### config.mk
export PLATFORM = sky130hd
export DESIGN_NAME = dmem_banked
export DESIGN_NICKNAME = d
export VERILOG_FILES = /design/src/rtl/dmem_pkg.sv /design/src/rtl/dmem_rd_pipe.sv /design/src/rtl/dmem_banked.sv
export SDC_FILE = /design/constraint.sdc
export NUM_CORES = 1
export LEC_CHECK = 0
export BUFFER_PORTS_ARGS = -buffer_cell sky130_fd_sc_hd__buf_2
export CORE_ASPECT_RATIO = 0.7
export CORE_UTILIZATION = 31
export DETAILED_ROUTE_END_ITERATION = 6
export PLACE_DENSITY = 0.48
export SLEW_MARGIN = 10
export SYNTH_ARGS = -nofsm -noshare
export SYNTH_HDL_FRONTEND = slang
export SYNTH_HIERARCHICAL = 1
export SYNTH_SLANG_ARGS = --single-unit
### constraint.sdc
create_clock -name clk -period 3.8 [get_ports clk]
set_clock_uncertainty 0.15 [all_clocks]
set_input_delay 0.19 -clock clk [delete_from_list [all_inputs] [get_ports clk]]
set_output_delay 0.19 -clock clk [all_outputs]
set_load 0.1 [all_outputs]
### src/rtl/dmem_pkg.sv
// rtl/dmem_pkg.sv - shared size encodings, FSM states and byte-extend helper for the data memory
package dmem_pkg;

  localparam logic SZ_BYTE = 1'b0;
  localparam logic SZ_WORD = 1'b1;

  typedef enum logic {ST_CLEAR, ST_IDLE} state_t;

  // Per-load context carried down the read pipe; rej forces a zero result.
  typedef struct packed {
    logic [15:0] data;
    logic        lane;
    logic        size;
    logic        sgn;
    logic        rej;
  } rd_info_t;

  function automatic logic [15:0] byte_extend(input logic [7:0] b, input logic sgn);
    return {{8{sgn & b[7]}}, b};
  endfunction

endpackage

### src/rtl/dmem_rd_pipe.sv
// rtl/dmem_rd_pipe.sv - RD_LAT-stage valid/context shift register for the load path
module dmem_rd_pipe
  import dmem_pkg::*;
#(
  parameter int RD_LAT = 1
) (
  input  logic     clk,
  input  logic     rst,
  input  logic     in_valid,
  input  rd_info_t in_info,
  output logic     out_valid,
  output rd_info_t out_info
);

  logic [RD_LAT-1:0] vld;
  rd_info_t          stg [RD_LAT];

  always_ff @(posedge clk) begin
    if (!rst) begin
      vld <= '0;
    end else begin
      vld[0] <= in_valid;
      for (int i = 1; i < RD_LAT; i++) vld[i] <= vld[i-1];
    end
  end

  // Context needs no reset: it is only consumed alongside its valid bit.
  always_ff @(posedge clk) begin
    stg[0] <= in_info;
    for (int i = 1; i < RD_LAT; i++) stg[i] <= stg[i-1];
  end

  assign out_valid = vld[RD_LAT-1];
  assign out_info  = stg[RD_LAT-1];

endmodule

### src/rtl/dmem_banked.sv
// rtl/dmem_banked.sv - byte-addressed MEM-stage data memory with clear sequencer; DMEM_MISALIGN_TRAP_EN traps odd word accesses
module dmem_banked
  import dmem_pkg::*;
#(
  parameter int DATA_W = 16,
  parameter int DEPTH  = 32,
  parameter int ADDR_W = 16,
  parameter int RD_LAT = 1
) (
  input  logic              clk,
  input  logic              rst,
  input  logic              req_valid,
  output logic              req_ready,
  input  logic              req_we,
  input  logic              req_size,
  input  logic              req_signed,
  input  logic [ADDR_W-1:0] req_addr,
  input  logic [DATA_W-1:0] req_wdata,
  output logic              rsp_valid,
  output logic [DATA_W-1:0] rsp_data,
  output logic              err,
  output logic              init_busy
);

  localparam int IDX_W = ADDR_W - 1;
  localparam int PTR_W = $clog2(DEPTH);

  state_t            state, state_nxt;
  logic [PTR_W-1:0]  clr_ptr;
  logic [DATA_W-1:0] mem [DEPTH];

  logic [IDX_W-1:0]  idx;
  logic [PTR_W-1:0]  widx;
  logic              lane, oor, mis, rej, acc;
  logic              err_pend;
  logic              rd_out_valid;
  rd_info_t          rd_in, rd_out;
  logic [DATA_W-1:0] ext;

  assign idx  = req_addr[ADDR_W-1:1];
  assign widx = idx[PTR_W-1:0];
  assign lane = req_addr[0];
  assign oor  = idx >= IDX_W'(DEPTH);

`ifdef DMEM_MISALIGN_TRAP_EN
  assign mis = (req_size == SZ_WORD) && lane;
`else
  assign mis = 1'b0;
`endif

  assign rej = oor | mis;
  assign acc = req_valid && req_ready && rst;

  always_comb begin
    state_nxt = state;
    req_ready = 1'b0;
    init_busy = 1'b0;
    case (state)
      ST_CLEAR: begin
        init_busy = 1'b1;
        if (clr_ptr == PTR_W'(DEPTH - 1)) state_nxt = ST_IDLE;
      end
      ST_IDLE: req_ready = 1'b1;
    endcase
  end

  always_ff @(posedge clk) begin
    if (!rst) begin
      state   <= ST_CLEAR;
      clr_ptr <= '0;
    end else begin
      state <= state_nxt;
      if (state == ST_CLEAR) clr_ptr <= clr_ptr + 1'b1;
    end
  end

  always_ff @(posedge clk) begin
    if (state == ST_CLEAR) begin
      mem[clr_ptr] <= '0;
    end else if (acc && req_we && !rej) begin
      if (req_size == SZ_WORD) mem[widx] <= req_wdata;
      else if (lane)           mem[widx][15:8] <= req_wdata[7:0];
      else                     mem[widx][7:0]  <= req_wdata[7:0];
    end
  end

  // Array is read in the accept cycle, so a store one edge earlier is already visible.
  always_comb begin
    rd_in.data = mem[widx];
    rd_in.lane = lane;
    rd_in.size = req_size;
    rd_in.sgn  = req_signed;
    rd_in.rej  = rej;
  end

  dmem_rd_pipe #(.RD_LAT(RD_LAT)) u_rd_pipe (
    .clk       (clk),
    .rst       (rst),
    .in_valid  (acc && !req_we),
    .in_info   (rd_in),
    .out_valid (rd_out_valid),
    .out_info  (rd_out)
  );

  always_comb begin
    ext = '0;
    if (!rd_out.rej) begin
      if (rd_out.size == SZ_WORD) ext = rd_out.data;
      else ext = byte_extend(rd_out.lane ? rd_out.data[15:8] : rd_out.data[7:0], rd_out.sgn);
    end
  end

  always_ff @(posedge clk) begin
    if (!rst) begin
      rsp_valid <= 1'b0;
      rsp_data  <= '0;
      err_pend  <= 1'b0;
      err       <= 1'b0;
    end else begin
      rsp_valid <= rd_out_valid;
      if (rd_out_valid) rsp_data <= ext;
      err_pend <= acc && rej;
      err      <= err_pend;
    end
  end

endmodule

==> impl_summary.md <==
Final layout
Once layout is complete, the utilization of the core stands at between 30 and 40%. The most common cell after layout, fill and taps aside is sky130_fd_sc_hd__edfxtp_1. After the flow finishes, the layout carries non-filler instances totaling between 2000 and 3000. In the layout the commonest cells are sky130_fd_sc_hd__edfxtp_1 (512), sky130_fd_sc_hd__mux2i_1 (267), sky130_fd_sc_hd__nand2_1 (90), sky130_fd_sc_hd__nor2_1 (81), sky130_fd_sc_hd__buf_4 (78). In the final layout, the share of cells above drive strength 1 is approximately 15%. The number of diodes added for antenna fixing is 0. The number of nets in the layout is roughly 1600. The relative area change from synthesis to final layout is 16.6%.

Routing
The number of DRC markers in iteration 0 is 1074. The number of detailed-route iterations in the first pass is 5. Dividing the detail-routed via count by the number of cells gives roughly 5.0. The mean routed wirelength per cell is between 20 and 25 µm. Summed over all layers, the routed wires come to 61300 µm. Summing over every cut layer, the via total after detailed routing is 13000.

After detailed routing, the number of remaining DRC violations is 0. In this run the remaining antenna-violating nets after routing total 0.

Logic synthesis
Counting distinct cell types in the post-synthesis netlist gives 40. After synthesis, the share of flip-flops with an asynchronous set or reset is 0%. The top cell type by total area after synthesis is sky130_fd_sc_hd__edfxtp_1.

The portion of the post-synthesis area used by sequential elements is between 70% and 80%. Counting flops and latches in the post-synthesis netlist gives approximately 560. The cell count after synthesis is 1477. The area fraction of the dominant cell type after synthesis is between 60 and 70%. Synthesis produced a netlist with a net count of approximately 1500.

For this run, the leading register cell type out of synthesis is sky130_fd_sc_hd__edfxtp_1. The synthesized cell area is 0.0225 mm². In this run, synthesis inferred between 500 and 600 flip-flops with an integrated enable. The number of warnings printed during yosys synthesis is 6. A synthesized cell averages 15.2 µm². Yosys attributes the largest share of cell area to sky130_fd_sc_hd__edfxtp_1 (68%), sky130_fd_sc_hd__mux2i_1 (12%), sky130_fd_sc_hd__dfxtp_1 (4.1%).

GRT
The number of global-route vias before repair is 12700. Entering global routing, the biggest net connects 73 pins. The number of antenna violations at the first check in global routing came to 2. After global routing the overflow that remains totals 0. Global routing used 16.7% of the available tracks. The first-pass GRT wire length is ~89000 µm.

Clock tree
The post-cts resize count is 0. The maximum buffer depth of the clock tree is 3. Buffers inserted during clock tree synthesis total between 50 and 60. The tree built by TritonCTS fans out to about 560 sinks. The clock transition at the registers of the reported paths is approximately 70 ps. The number of H-tree levels is 2. The clock tree from TritonCTS is done.

The library cell used as clock root buffer is sky130_fd_sc_hd__clkbuf_16. The later-pin clock latency in the skew report is 610 ps.

Worst setup path
The capturing point of the worst reg2reg path is mem[15][15]. The sort of element at the end of the critical path is a flip-flop. By startpoint and endpoint, the worst setup path is classified as reg2reg. The worst reg2reg path depth is 6. Of all nets on the critical path, the largest fanout is 33. The worst-case register-to-register setup slack is just under 900 ps. The worst endpoint data arrival time is around 3000 ps. The endpoint required time on the critical path is approximately 3900 ps. The beginning of the worst register-to-register path is state. The kind of start point of the critical path is a flip-flop.

Hold path
The path with the worst hold slack has its endpoint at mem[10][10]. The worst min-delay path category is in2reg. The worst hold path passes through 3 cells. The launch instance of the worst min-delay path is req_wdata[10].

Power and ir drop
The sequential power share is 53.6%. In this run the static leakage power is 9.75 nW. The peak supply drop is roughly 330 µV. Per report_power, the clock group accounts for about 41% of the total.

The switching power as a share of total power is 21.7%. Summed over all nets, the switching power comes to approximately 0.0027 W. The cell area power density is about 480 mW/mm². The relative contribution of combinational cells to total power is between 5 and 6%.

The design internal power is 0.00985 W.

Timing
The number of hold-slack violations in the final timing report is 0. Setup repair after global routing left no endpoint under its margin. Setup violations remaining at the end of the flow were counted as 0.

The final-layout setup total negative slack is 0 ps. The number of max-slew violations in the final report was 0. The ratio of final minimum period to clock period is between 70% and 80%. The post-route minimum period is between 2000 and 3000 ps. The slew at the pin with the worst max-slew slack is between 900 and 1000 ps.

Based on the critical path, the design can be clocked at up to ~340 MHz. The headroom to the max-slew limit is between 30% and 40%.

Floorplan
The total die area is between 0.07 and 0.08 mm². The height of the die is ~230 µm. The effective utilization at floorplan is a little under a third. The initialized floorplan defines slightly above 80 standard-cell rows. For this design the top-level I/O count stands at slightly below 60. The die is about 320 µm wide. The total core area is a little over 0.07 mm².

Job
The max-capacitance violation count is 0.

Place
The HPWL reported at the end of detailed placement is 40600 µm. The number of placed cells counting well taps is between 2000 and 2500. The last weighted congestion value of the routability-driven placer is approximately 0.83.

The count of input and output buffers is 57.

Run status
The run finished with clean final reports.
-- sequential cells by signal (all words and copies together) (netlist names) --
| register | cells |
|---|---|
| rsp_valid | 1 |
| err | 1 |
| rsp_data | 16 |
| clr_ptr | 5 |
| u_rd_pipe/out_valid | 1 |
| u_rd_pipe/stg | 20 |
| state | 1 |
| mem | 512 |
| err_pend | 1 |
-- cell type report --
type                       instances  area, µm²
sequential                       558      16300
tap                              966       1210
inverter                          18       67.6
clock buffer                      79       1540
clock inverter                    18        135
timing repair buffer             156       1150
multi-input combinational        812       5810
fill                            6809      45400
-- timing repair --
item	in CTS	in global routing
endpoints found under the hold margin	38	0
setup buffers	0	0
hold buffers	15	0
-- through the flow --
stage / total power (W) / setup slack [ps] / hold slack (ps) / instance area, µm²
finish: 0.0126 / 875 / 64.9 / 26200
global route: 0.0130 / 713 / 83.8 / 26200
CTS: 0.0127 / 842 / 51.6 / 26200
detailed placement: 0.00751 / 612 / 160 / 24400
global placement: 0.00750 / 668 / 158 / 24400
floorplan: 0.00724 / 293 / 67.7 / 22500
-- worst max path at each step --
stage | startpoint | end | slack, ps | cells past startpoint
floorplan | state | mem[14][10] | 290 | 8
global placement | req_addr[12] | mem[15][12] | 670 | 7
detailed placement | req_addr[12] | mem[15][15] | 610 | 7
CTS | state | mem[15][11] | 840 | 6
global route | state | mem[15][14] | 710 | 6
finish | state | mem[15][15] | 880 | 6
-- Yosys cell counts (all sizes together), types with 11 or more instances --
master,count
nand3,55
nor2,82
inv,18
a22o,32
a21oi,78
clkbuf,32
nor2b,16
and2,24
nor3,30
buf,57
dfxtp,46
nand2,90
mux2i,267
a22oi,48
nand2b,14
a31oi,19
o21a,11
edfxtp,512
-- power groups by stage --
stage          registers, W  clock network [W]  logic (W)
3_3_place_gp        0.00687                  0   0.000634
3_5_place_dp        0.00687                  0   0.000636
6_report            0.00674            0.00519   0.000647
2_1_floorplan       0.00684                  0   0.000393
4_1_cts             0.00674            0.00529   0.000645
5_1_grt             0.00674            0.00553   0.000689
-- cell families after synthesis --
group	count (synthesis)	share of synthesized area (%)
AOI/OAI and AO/OA	205	6.00
xor gates and xnor gates	3	0.117
adders and majority gates	2	0.111
buffers and inverters	107	2.12
DFF	558	72.5
muxes	272	12.1
and+or+nand+nor	330	6.99
-- routing by layer --
layer	GRT usage (%)	vias up	share of wire, %
met5	0	-	0
met4	3.73	0	1.6
met3	3.31	64	5.4
met2	23.9	333	42
met1	25.7	6724	50
li1	-	5877	-
-- critical path, cell delays in order, from the launching register on --
cell and delay (ps):
sky130_fd_sc_hd__dfxtp_1 320, sky130_fd_sc_hd__and4_1 190, sky130_fd_sc_hd__and4_1 260, sky130_fd_sc_hd__buf_12 210
sky130_fd_sc_hd__mux2_2 420, sky130_fd_sc_hd__o21bai_1 250, sky130_fd_sc_hd__nor2_1 730
Power figures use the tool's default switching activity.
